<file path="config.mk">
export PLATFORM = sky130hd
export DESIGN_NAME = ram_arbiter_flat
export DESIGN_NICKNAME = d
export VERILOG_FILES = /design/src/rtl/ram_arbiter_pkg.sv /design/src/rtl/ram_arbiter_if.sv /design/src/rtl/ram_arbiter_pick.sv /design/src/rtl/ram_arbiter.sv /design/src/flat_wrapper.sv
export SDC_FILE = /design/constraint.sdc
export NUM_CORES = 1
export LEC_CHECK = 0
export BUFFER_PORTS_ARGS = -buffer_cell sky130_fd_sc_hd__buf_2
export CAP_MARGIN = 25
export CORE_MARGIN = 3
export CORE_UTILIZATION = 45
export DETAILED_ROUTE_END_ITERATION = 8
export HOLD_SLACK_MARGIN = 0.1
export PLACE_DENSITY_LB_ADDON = 0.25
export SLEW_MARGIN = 5
export SYNTH_ARGS = -nofsm -noshare
export SYNTH_HDL_FRONTEND = slang
export SYNTH_SLANG_ARGS = --single-unit
</file>
<file path="constraint.sdc">
create_clock -name clk -period 2 [get_ports clk]
set_input_delay 0.2 -clock clk [delete_from_list [all_inputs] [get_ports clk]]
set_output_delay 0.2 -clock clk [all_outputs]
set_load 0.03 [all_outputs]
</file>
<file path="src/rtl/ram_arbiter_pkg.sv">
// ram_arbiter_pkg: shared owner codes, FSM state type and default address width for the RAM arbiter.
package ram_arbiter_pkg;
    localparam int ADDR_W_DFLT = 25;
    localparam logic [1:0] OWN_NONE = 2'd0;
    localparam logic [1:0] OWN_VID  = 2'd1;
    localparam logic [1:0] OWN_DSK  = 2'd2;
    localparam logic [1:0] OWN_CPU  = 2'd3;
    typedef enum logic [1:0] {IDLE, ISSUE, WAIT, RESP} state_t;
endpackage

</file>
<file path="src/rtl/ram_arbiter_if.sv">
// ram_arbiter_if: requester and SDRAM-engine signals of the RAM arbiter.
//   vid_*  : video fetch (read only)         dsk_* : disk copy DMA
//   cpu_*  : CPU wishbone master             mem_* : SDRAM command engine
//   busy   : transaction in flight           owner : current grant (0 none, 1 vid, 2 dsk, 3 cpu)
//   slave modport is the arbiter side, master modport is the surrounding system.
interface ram_arbiter_if #(
    parameter int ADDR_W = ram_arbiter_pkg::ADDR_W_DFLT
);
    logic              vid_req;
    logic [ADDR_W-1:0] vid_addr;
    logic              vid_ack;
    logic [15:0]       vid_rdata;
    logic              dsk_req;
    logic              dsk_we;
    logic [ADDR_W-1:0] dsk_addr;
    logic [15:0]       dsk_wdata;
    logic              dsk_ack;
    logic [15:0]       dsk_rdata;
    logic              cpu_stb;
    logic              cpu_we;
    logic [1:0]        cpu_sel;
    logic [ADDR_W-1:0] cpu_addr;
    logic [15:0]       cpu_wdata;
    logic              cpu_ack;
    logic [15:0]       cpu_rdata;
    logic              mem_req;
    logic              mem_we;
    logic [1:0]        mem_be;
    logic [ADDR_W-1:0] mem_addr;
    logic [15:0]       mem_wdata;
    logic [15:0]       mem_rdata;
    logic              mem_ack;
    logic              busy;
    logic [1:0]        owner;

    modport slave (
        input  vid_req, vid_addr, dsk_req, dsk_we, dsk_addr, dsk_wdata,
               cpu_stb, cpu_we, cpu_sel, cpu_addr, cpu_wdata, mem_rdata, mem_ack,
        output vid_ack, vid_rdata, dsk_ack, dsk_rdata, cpu_ack, cpu_rdata,
               mem_req, mem_we, mem_be, mem_addr, mem_wdata, busy, owner
    );

    modport master (
        output vid_req, vid_addr, dsk_req, dsk_we, dsk_addr, dsk_wdata,
               cpu_stb, cpu_we, cpu_sel, cpu_addr, cpu_wdata, mem_rdata, mem_ack,
        input  vid_ack, vid_rdata, dsk_ack, dsk_rdata, cpu_ack, cpu_rdata,
               mem_req, mem_we, mem_be, mem_addr, mem_wdata, busy, owner
    );
endinterface

</file>
<file path="src/rtl/ram_arbiter_pick.sv">
// ram_arbiter_pick: combinational winner selection, vid > dsk > cpu with a forced CPU slot after a disk burst.
//   i_vid_req, i_dsk_req, i_cpu_stb : pending requests
//   i_dsk_run                       : back-to-back disk grants so far
//   o_win                           : winner owner code (OWN_NONE when nothing is pending)
module ram_arbiter_pick
    import ram_arbiter_pkg::*;
#(
    parameter int DSK_BURST = 8,
    parameter int RUN_W     = 4
) (
    input  logic             i_vid_req,
    input  logic             i_dsk_req,
    input  logic             i_cpu_stb,
    input  logic [RUN_W-1:0] i_dsk_run,
    output logic [1:0]       o_win
);
    logic w_cpu_forced;

    // A waiting CPU takes the slot once disk has used up its burst allowance.
    assign w_cpu_forced = i_cpu_stb && i_dsk_run == RUN_W'(DSK_BURST);

    always_comb begin
        o_win = i_vid_req                    ? OWN_VID :
                i_dsk_req && !w_cpu_forced   ? OWN_DSK :
                i_cpu_stb                    ? OWN_CPU : OWN_NONE;
    end
endmodule

</file>
<file path="src/rtl/ram_arbiter.sv">
// ram_arbiter: shares the single SDRAM engine port between video, disk copy DMA and CPU, one transaction at a time.
//   clk   : system clock          reset : synchronous, active-high
//   bus   : ram_arbiter_if.slave (requester ports, SDRAM engine ports, busy, owner)
//   timeout_err : sticky mem_ack timeout flag, present only with RAM_ARBITER_TIMEOUT_EN defined
// Optional feature macro: RAM_ARBITER_TIMEOUT_EN (WAIT gives up after TIMEOUT cycles, returns 16'hFFFF).
module ram_arbiter
    import ram_arbiter_pkg::*;
#(
    parameter int ADDR_W    = ADDR_W_DFLT,
    parameter int DSK_BURST = 8
`ifdef RAM_ARBITER_TIMEOUT_EN
    ,
    parameter int TIMEOUT   = 255
`endif
) (
    input  logic         clk,
    input  logic         reset,
    ram_arbiter_if.slave bus
`ifdef RAM_ARBITER_TIMEOUT_EN
    ,
    output logic         timeout_err
`endif
);
    localparam int RUN_W = $clog2(DSK_BURST + 1);

    state_t            r_state;
    state_t            w_next;
    logic [1:0]        r_owner;
    logic [1:0]        w_win;
    logic [RUN_W-1:0]  r_dsk_run;
    logic              r_we;
    logic [1:0]        r_be;
    logic [ADDR_W-1:0] r_addr;
    logic [15:0]       r_wdata;
    logic [15:0]       r_vid_rdata;
    logic [15:0]       r_dsk_rdata;
    logic [15:0]       r_cpu_rdata;
    logic [15:0]       w_rdata;
    logic              w_grant;
    logic              w_done;

    ram_arbiter_pick #(
        .DSK_BURST(DSK_BURST),
        .RUN_W    (RUN_W)
    ) u_pick (
        .i_vid_req(bus.vid_req),
        .i_dsk_req(bus.dsk_req),
        .i_cpu_stb(bus.cpu_stb),
        .i_dsk_run(r_dsk_run),
        .o_win    (w_win)
    );

    assign w_grant = r_state == IDLE && w_win != OWN_NONE;

`ifdef RAM_ARBITER_TIMEOUT_EN
    localparam int CNT_W = $clog2(TIMEOUT + 1);

    logic [CNT_W-1:0] r_cnt;
    logic             r_timeout_err;
    logic             w_to;

    // r_cnt counts WAIT cycles already spent, so this fires on the TIMEOUT-th WAIT cycle.
    assign w_to    = r_state == WAIT && !bus.mem_ack && r_cnt == CNT_W'(TIMEOUT - 1);
    assign w_done  = bus.mem_ack || w_to;
    assign w_rdata = bus.mem_ack ? bus.mem_rdata : 16'hFFFF;
    assign timeout_err = r_timeout_err;

    always_ff @(posedge clk) begin
        if (reset) begin
            r_cnt         <= '0;
            r_timeout_err <= 1'b0;
        end else begin
            r_cnt         <= r_state == WAIT ? r_cnt + 1'b1 : '0;
            r_timeout_err <= r_timeout_err | w_to;
        end
    end
`else
    assign w_done  = bus.mem_ack;
    assign w_rdata = bus.mem_rdata;
`endif

    always_ff @(posedge clk) begin
        if (reset) r_state <= IDLE;
        else       r_state <= w_next;
    end

    always_comb begin
        w_next = r_state == IDLE  ? (w_grant ? ISSUE : IDLE) :
                 r_state == ISSUE ? WAIT :
                 r_state == WAIT  ? (w_done ? RESP : WAIT) : IDLE;
    end

    always_comb begin
        bus.mem_req = r_state == ISSUE;
        bus.busy    = r_state != IDLE;
        bus.vid_ack = r_state == RESP && r_owner == OWN_VID;
        bus.dsk_ack = r_state == RESP && r_owner == OWN_DSK;
        bus.cpu_ack = r_state == RESP && r_owner == OWN_CPU;
    end

    always_ff @(posedge clk) begin
        if (reset) begin
            r_owner     <= OWN_NONE;
            r_dsk_run   <= '0;
            r_we        <= 1'b0;
            r_be        <= 2'b00;
            r_addr      <= '0;
            r_wdata     <= '0;
            r_vid_rdata <= '0;
            r_dsk_rdata <= '0;
            r_cpu_rdata <= '0;
        end else begin
            if (w_grant) begin
                r_owner <= w_win;
                r_we    <= w_win == OWN_CPU ? bus.cpu_we : (w_win == OWN_DSK && bus.dsk_we);
                r_be    <= w_win == OWN_CPU ? bus.cpu_sel : 2'b11;
                r_addr  <= w_win == OWN_VID ? bus.vid_addr :
                           w_win == OWN_DSK ? bus.dsk_addr : bus.cpu_addr;
                r_wdata <= w_win == OWN_CPU ? bus.cpu_wdata : bus.dsk_wdata;
            end
            if (r_state == RESP) r_owner <= OWN_NONE;
            if (r_state == WAIT && w_done) begin
                if (r_owner == OWN_VID) r_vid_rdata <= w_rdata;
                if (r_owner == OWN_DSK) r_dsk_rdata <= w_rdata;
                if (r_owner == OWN_CPU) r_cpu_rdata <= w_rdata;
            end
            // Burst length only counts unbroken disk demand; a CPU slot or an idle disk restarts it.
            if (r_state == IDLE)
                r_dsk_run <= (!bus.dsk_req || w_win == OWN_CPU) ? '0 :
                             (w_win == OWN_DSK && r_dsk_run != RUN_W'(DSK_BURST)) ? r_dsk_run + 1'b1 :
                             r_dsk_run;
        end
    end

    assign bus.owner     = r_owner;
    assign bus.mem_we    = r_we;
    assign bus.mem_be    = r_be;
    assign bus.mem_addr  = r_addr;
    assign bus.mem_wdata = r_wdata;
    assign bus.vid_rdata = r_vid_rdata;
    assign bus.dsk_rdata = r_dsk_rdata;
    assign bus.cpu_rdata = r_cpu_rdata;
endmodule

</file>
<file path="src/flat_wrapper.sv">
// flat-port wrapper written by rule: the top's interface ports become plain ports
module ram_arbiter_flat import ram_arbiter_pkg::*;
#(
    parameter int ADDR_W    = ADDR_W_DFLT,
    parameter int DSK_BURST = 8

)
  (clk, reset, bus_vid_req, bus_vid_addr, bus_dsk_req, bus_dsk_we, bus_dsk_addr, bus_dsk_wdata, bus_cpu_stb, bus_cpu_we, bus_cpu_sel, bus_cpu_addr, bus_cpu_wdata, bus_mem_rdata, bus_mem_ack, bus_vid_ack, bus_vid_rdata, bus_dsk_ack, bus_dsk_rdata, bus_cpu_ack, bus_cpu_rdata, bus_mem_req, bus_mem_we, bus_mem_be, bus_mem_addr, bus_mem_wdata, bus_busy, bus_owner);
  ram_arbiter_if #(.ADDR_W(ADDR_W)) bus_i ();
  input  logic clk;
  input  logic reset;
  input wire logic [$bits(bus_i.vid_req)-1:0] bus_vid_req;
  input wire logic [$bits(bus_i.vid_addr)-1:0] bus_vid_addr;
  input wire logic [$bits(bus_i.dsk_req)-1:0] bus_dsk_req;
  input wire logic [$bits(bus_i.dsk_we)-1:0] bus_dsk_we;
  input wire logic [$bits(bus_i.dsk_addr)-1:0] bus_dsk_addr;
  input wire logic [$bits(bus_i.dsk_wdata)-1:0] bus_dsk_wdata;
  input wire logic [$bits(bus_i.cpu_stb)-1:0] bus_cpu_stb;
  input wire logic [$bits(bus_i.cpu_we)-1:0] bus_cpu_we;
  input wire logic [$bits(bus_i.cpu_sel)-1:0] bus_cpu_sel;
  input wire logic [$bits(bus_i.cpu_addr)-1:0] bus_cpu_addr;
  input wire logic [$bits(bus_i.cpu_wdata)-1:0] bus_cpu_wdata;
  input wire logic [$bits(bus_i.mem_rdata)-1:0] bus_mem_rdata;
  input wire logic [$bits(bus_i.mem_ack)-1:0] bus_mem_ack;
  output wire logic [$bits(bus_i.vid_ack)-1:0] bus_vid_ack;
  output wire logic [$bits(bus_i.vid_rdata)-1:0] bus_vid_rdata;
  output wire logic [$bits(bus_i.dsk_ack)-1:0] bus_dsk_ack;
  output wire logic [$bits(bus_i.dsk_rdata)-1:0] bus_dsk_rdata;
  output wire logic [$bits(bus_i.cpu_ack)-1:0] bus_cpu_ack;
  output wire logic [$bits(bus_i.cpu_rdata)-1:0] bus_cpu_rdata;
  output wire logic [$bits(bus_i.mem_req)-1:0] bus_mem_req;
  output wire logic [$bits(bus_i.mem_we)-1:0] bus_mem_we;
  output wire logic [$bits(bus_i.mem_be)-1:0] bus_mem_be;
  output wire logic [$bits(bus_i.mem_addr)-1:0] bus_mem_addr;
  output wire logic [$bits(bus_i.mem_wdata)-1:0] bus_mem_wdata;
  output wire logic [$bits(bus_i.busy)-1:0] bus_busy;
  output wire logic [$bits(bus_i.owner)-1:0] bus_owner;
  assign bus_i.vid_req = bus_vid_req;
  assign bus_i.vid_addr = bus_vid_addr;
  assign bus_i.dsk_req = bus_dsk_req;
  assign bus_i.dsk_we = bus_dsk_we;
  assign bus_i.dsk_addr = bus_dsk_addr;
  assign bus_i.dsk_wdata = bus_dsk_wdata;
  assign bus_i.cpu_stb = bus_cpu_stb;
  assign bus_i.cpu_we = bus_cpu_we;
  assign bus_i.cpu_sel = bus_cpu_sel;
  assign bus_i.cpu_addr = bus_cpu_addr;
  assign bus_i.cpu_wdata = bus_cpu_wdata;
  assign bus_i.mem_rdata = bus_mem_rdata;
  assign bus_i.mem_ack = bus_mem_ack;
  assign bus_vid_ack = bus_i.vid_ack;
  assign bus_vid_rdata = bus_i.vid_rdata;
  assign bus_dsk_ack = bus_i.dsk_ack;
  assign bus_dsk_rdata = bus_i.dsk_rdata;
  assign bus_cpu_ack = bus_i.cpu_ack;
  assign bus_cpu_rdata = bus_i.cpu_rdata;
  assign bus_mem_req = bus_i.mem_req;
  assign bus_mem_we = bus_i.mem_we;
  assign bus_mem_be = bus_i.mem_be;
  assign bus_mem_addr = bus_i.mem_addr;
  assign bus_mem_wdata = bus_i.mem_wdata;
  assign bus_busy = bus_i.busy;
  assign bus_owner = bus_i.owner;
  ram_arbiter #(.ADDR_W(ADDR_W), .DSK_BURST(DSK_BURST)) u_core (.clk(clk), .reset(reset), .bus(bus_i));
endmodule
</file>
==> reports/metrics.json <==
{
  "timing": {
    "rsz0062_at_grt": "no",
    "fin_ws_ns": 0.213,
    "final_max_slew_viol_count": 0,
    "maximum_clock_frequency_mhz": 560,
    "final.period_utilization": 0.893,
    "totalNegativeSetupSlack_ns": 0,
    "final.setup_skew_ns": 0.0163,
    "final-hold-violation-count": 0,
    "worst_pin_slew_ns": 0.584,
    "timing.hold.ws_ns": 0.115,
    "final_count_of_negative_setup_slack_endpoints": 0,
    "slew-limit-headroom": 0.610,
    "timing.final.crit_period_ns": 1.79
  },
  "flow_run": {
    "number_of_max_cap_violations": 0
  },
  "detailed_routing": {
    "post_drt_via_cell_ratio": 5.29,
    "wl_per_cell_um": 15.5,
    "drtAntennaViolNets": 0,
    "postRouteWirelength_um": 14800,
    "drt_first_pass_iters": 5,
    "drt_first_iter_violations": 236,
    "routed-via-count": 5059,
    "drcViolationCount": 0
  },
  "placed_design": {
    "post-place-ws_ns": 0.310,
    "buffers_added_on_ports": 231,
    "place.gp.congestion": 0.811,
    "detailed_place_hpwl_um": 9850
  },
  "critical_path": {
    "critPathMostFrequentCell": "sky130_fd_sc_hd__inv_1",
    "critical_path.cell_chain": "inv_1 > ha_1 > inv_1 > nor2_4 > buf_12 > o21ai_0 > a31oi_1",
    "path_buf_inv": 3,
    "critical_path_required_ns": 2.26,
    "critPathLaunchType": "register",
    "critical_path_arrival_ns": 2.05,
    "timing.setup.critical_path_class": "reg2reg",
    "critPathMaxStageDelay_ns": 0.36,
    "crit_path_max_fanout": 61,
    "crit_slowest_cell": "sky130_fd_sc_hd__ha_1",
    "critical-path-top-delay-family": "buffers and inverters",
    "endpoint_kind": "register"
  },
  "pwr": {
    "power.ir.vdd_worst_mv": 0.390,
    "pwr_density_cell_nw_per_um2": 723,
    "post-layout-total-power_uw": 4610,
    "static-leakage-power_uw": 0.00289
  },
  "global_route": {
    "antenna_violations_before_repair": 0,
    "via_count_of_the_first_global_routing_pass": 4868,
    "grt_max_degree": 62,
    "grt_first_pass_wirelength_um": 22700,
    "globalRoute.totalOverflow": 0,
    "gr-usage-all-layers": 0.268
  },
  "clock_tree": {
    "cts.repair_timing.setup_buffer_count": 0,
    "cts-htree-levels": 3,
    "clock_insertion_delay_worst_skew_ns": 0.35,
    "post_cts.resized_instances": 0,
    "root_buffer": "sky130_fd_sc_hd__clkbuf_8",
    "cts-buffers-inserted": 9,
    "ctsHoldBuffers": 66,
    "path_clk_slew_ns": 0.10,
    "clock_tree.buffer_depth": 2,
    "cts_tree": "yes",
    "numClockSinks": 100
  },
  "floorplan": {
    "floorplan.die.height_um": 103,
    "boundaryPins": 232,
    "initial_utilization": 0.475,
    "rows": 34,
    "chipWidth_um": 103,
    "die-area_um2": 10700,
    "core_region_area_um2": 8980
  },
  "synth": {
    "syn_avg_cell_area_um2": 7.83,
    "syn-num-nets": 683,
    "netlist_area_um2": 4260,
    "synth_enable_flop_cells": 0,
    "syn_inst": 544,
    "synthFlopType": "sky130_fd_sc_hd__dfxtp_1",
    "netlist-cell-type-count": 40,
    "ys_async_sr_fraction": 0,
    "yosys_warnings": 0,
    "postSynthRegisterBits": 100,
    "synth_seq_area_share": 0.470
  },
  "final_layout": {
    "fin_nets": 965,
    "fillCellCount": 701,
    "seq_area_um2": 2000,
    "antenna_cells_inserted": 0,
    "layout-drive-gt1-share": 0.324,
    "multi_input_comb_area_um2": 2020,
    "post-route-util": 0.710,
    "area_growth_pct": 49.5
  },
  "min_path": {
    "path_category_of_the_worst_min_delay_check": "in2reg"
  },
  "run_status": {
    "outcome": "finished clean"
  }
}
==> final cells by class <==
| type | instances | share of cell area |
|---|---|---|
| clock buffers | 9 | 0.0194 |
| repair buffers | 313 | 0.306 |
| flip-flops and latches | 100 | 0.314 |
| well taps | 126 | 0.0247 |
| inverters | 9 | 0.00530 |
| clock inverters | 7 | 0.0130 |
| multi-input cells | 393 | 0.317 |
==> stage by stage <==
| step | area [µm²] | instances |
|---|---|---|
| 5_1_grt | 6370 | 957 |
| 6_report | 6370 | 957 |
| 2_1_floorplan | 4260 | 544 |
| 3_3_place_gp | 5490 | 874 |
| 4_1_cts | 6360 | 956 |
| 3_5_place_dp | 5490 | 874 |
==> cells in the final DEF, fill, tap and decap left out, types with 9 or more instances in the layout <==
| cell | Yosys | final |
|---|---|---|
| sky130_fd_sc_hd__a31oi_1 | 40 | 40 |
| sky130_fd_sc_hd__buf_4 | 8 | 14 |
| sky130_fd_sc_hd__o21ai_0 | 45 | 45 |
| sky130_fd_sc_hd__nand3b_1 | 24 | 24 |
| sky130_fd_sc_hd__clkbuf_8 | 0 | 9 |
| sky130_fd_sc_hd__dfxtp_1 | 100 | 100 |
| sky130_fd_sc_hd__a21oi_1 | 77 | 77 |
| sky130_fd_sc_hd__dlygate4sd3_1 | 0 | 67 |
| sky130_fd_sc_hd__nor2_1 | 9 | 9 |
| sky130_fd_sc_hd__buf_2 | 11 | 231 |
| sky130_fd_sc_hd__nand2_1 | 156 | 156 |
==> worst paths after layout <==
path / from / to / slack [ns] / depth (start not counted)
min: bus_dsk_wdata[11] / u_core.bus.mem_wdata[11] / 0.12 / 3
max: u_core.r_state[0] / u_core.bus.mem_wdata[13] / 0.21 / 7
max reg2reg: u_core.r_state[0] / u_core.bus.mem_wdata[13] / 0.21 / 7
min reg2reg: u_core.bus.dsk_rdata[3] / u_core.bus.dsk_rdata[3] / 0.45 / 2
==> worst min-delay path, stage by stage <==
cell and delay [ns]:
sky130_fd_sc_hd__buf_2 0.10, sky130_fd_sc_hd__nand2_1 0.05, sky130_fd_sc_hd__a31oi_1 0.07
==> power breakdown <==
group	switching (µW)	internal [µW]	total (µW)
Combinational	664	417	1080
Clock	738	599	1340
Sequential	72.1	2110	2190
Total	1470	3130	4610
==> routing by layer <==
layer  GRT usage  wire length (µm)  up-vias
met5           0                 0        -
met4       0.136               561        0
met3      0.0637              1270       50
met2       0.449              7260      278
met1       0.319              5730     2299
li1            -                 -     2432
==> cells by family (layout without fill, tap and decap cells) <==
family / count (synthesis) / in the layout / synth area share
AO/OA/AOI/OAI: 173 / 173 / 0.225
XOR/XNOR: 3 / 3 / 0.00617
adder cells (fa/ha/maj): 6 / 6 / 0.0176
buffers and inverters: 51 / 338 / 0.0573
flip-flops: 100 / 100 / 0.470
AND/OR/NAND/NOR: 211 / 211 / 0.224
==> cell usage after synthesis (2+ instances only) <==
cell type | number | area, µm²
sky130_fd_sc_hd__nand3_1 | 2 | 10.0
sky130_fd_sc_hd__nand4_1 | 2 | 12.5
sky130_fd_sc_hd__and2_1 | 3 | 18.8
sky130_fd_sc_hd__buf_2 | 11 | 55.1
sky130_fd_sc_hd__a31oi_1 | 40 | 250
sky130_fd_sc_hd__nor2_1 | 9 | 33.8
sky130_fd_sc_hd__nand2b_1 | 3 | 18.8
sky130_fd_sc_hd__inv_1 | 8 | 30.0
sky130_fd_sc_hd__nand3b_1 | 24 | 180
sky130_fd_sc_hd__dfxtp_1 | 100 | 2000
sky130_fd_sc_hd__a21oi_1 | 77 | 385
sky130_fd_sc_hd__nand2_1 | 156 | 586
sky130_fd_sc_hd__or3_1 | 2 | 12.5
sky130_fd_sc_hd__clkbuf_1 | 21 | 78.8
sky130_fd_sc_hd__buf_4 | 8 | 60.1
sky130_fd_sc_hd__nor2b_1 | 2 | 12.5
sky130_fd_sc_hd__xnor2_1 | 3 | 26.3
sky130_fd_sc_hd__o21ai_0 | 45 | 225
sky130_fd_sc_hd__and3_1 | 2 | 12.5
sky130_fd_sc_hd__ha_1 | 6 | 75.1
==> flip-flops by register name (all words and copies together) (netlist names), 2 cells and up <==
| register | count |
|---|---|
| u_core.bus.mem_wdata | 16 |
| u_core.bus.owner | 2 |
| u_core.bus.dsk_rdata | 16 |
| u_core.bus.mem_be | 2 |
| u_core.bus.cpu_rdata | 16 |
| u_core.r_state | 2 |
| u_core.r_dsk_run | 4 |
| u_core.bus.vid_rdata | 16 |
| u_core.bus.mem_addr | 25 |
No activity file was read; power rests on OpenSTA's default activity.
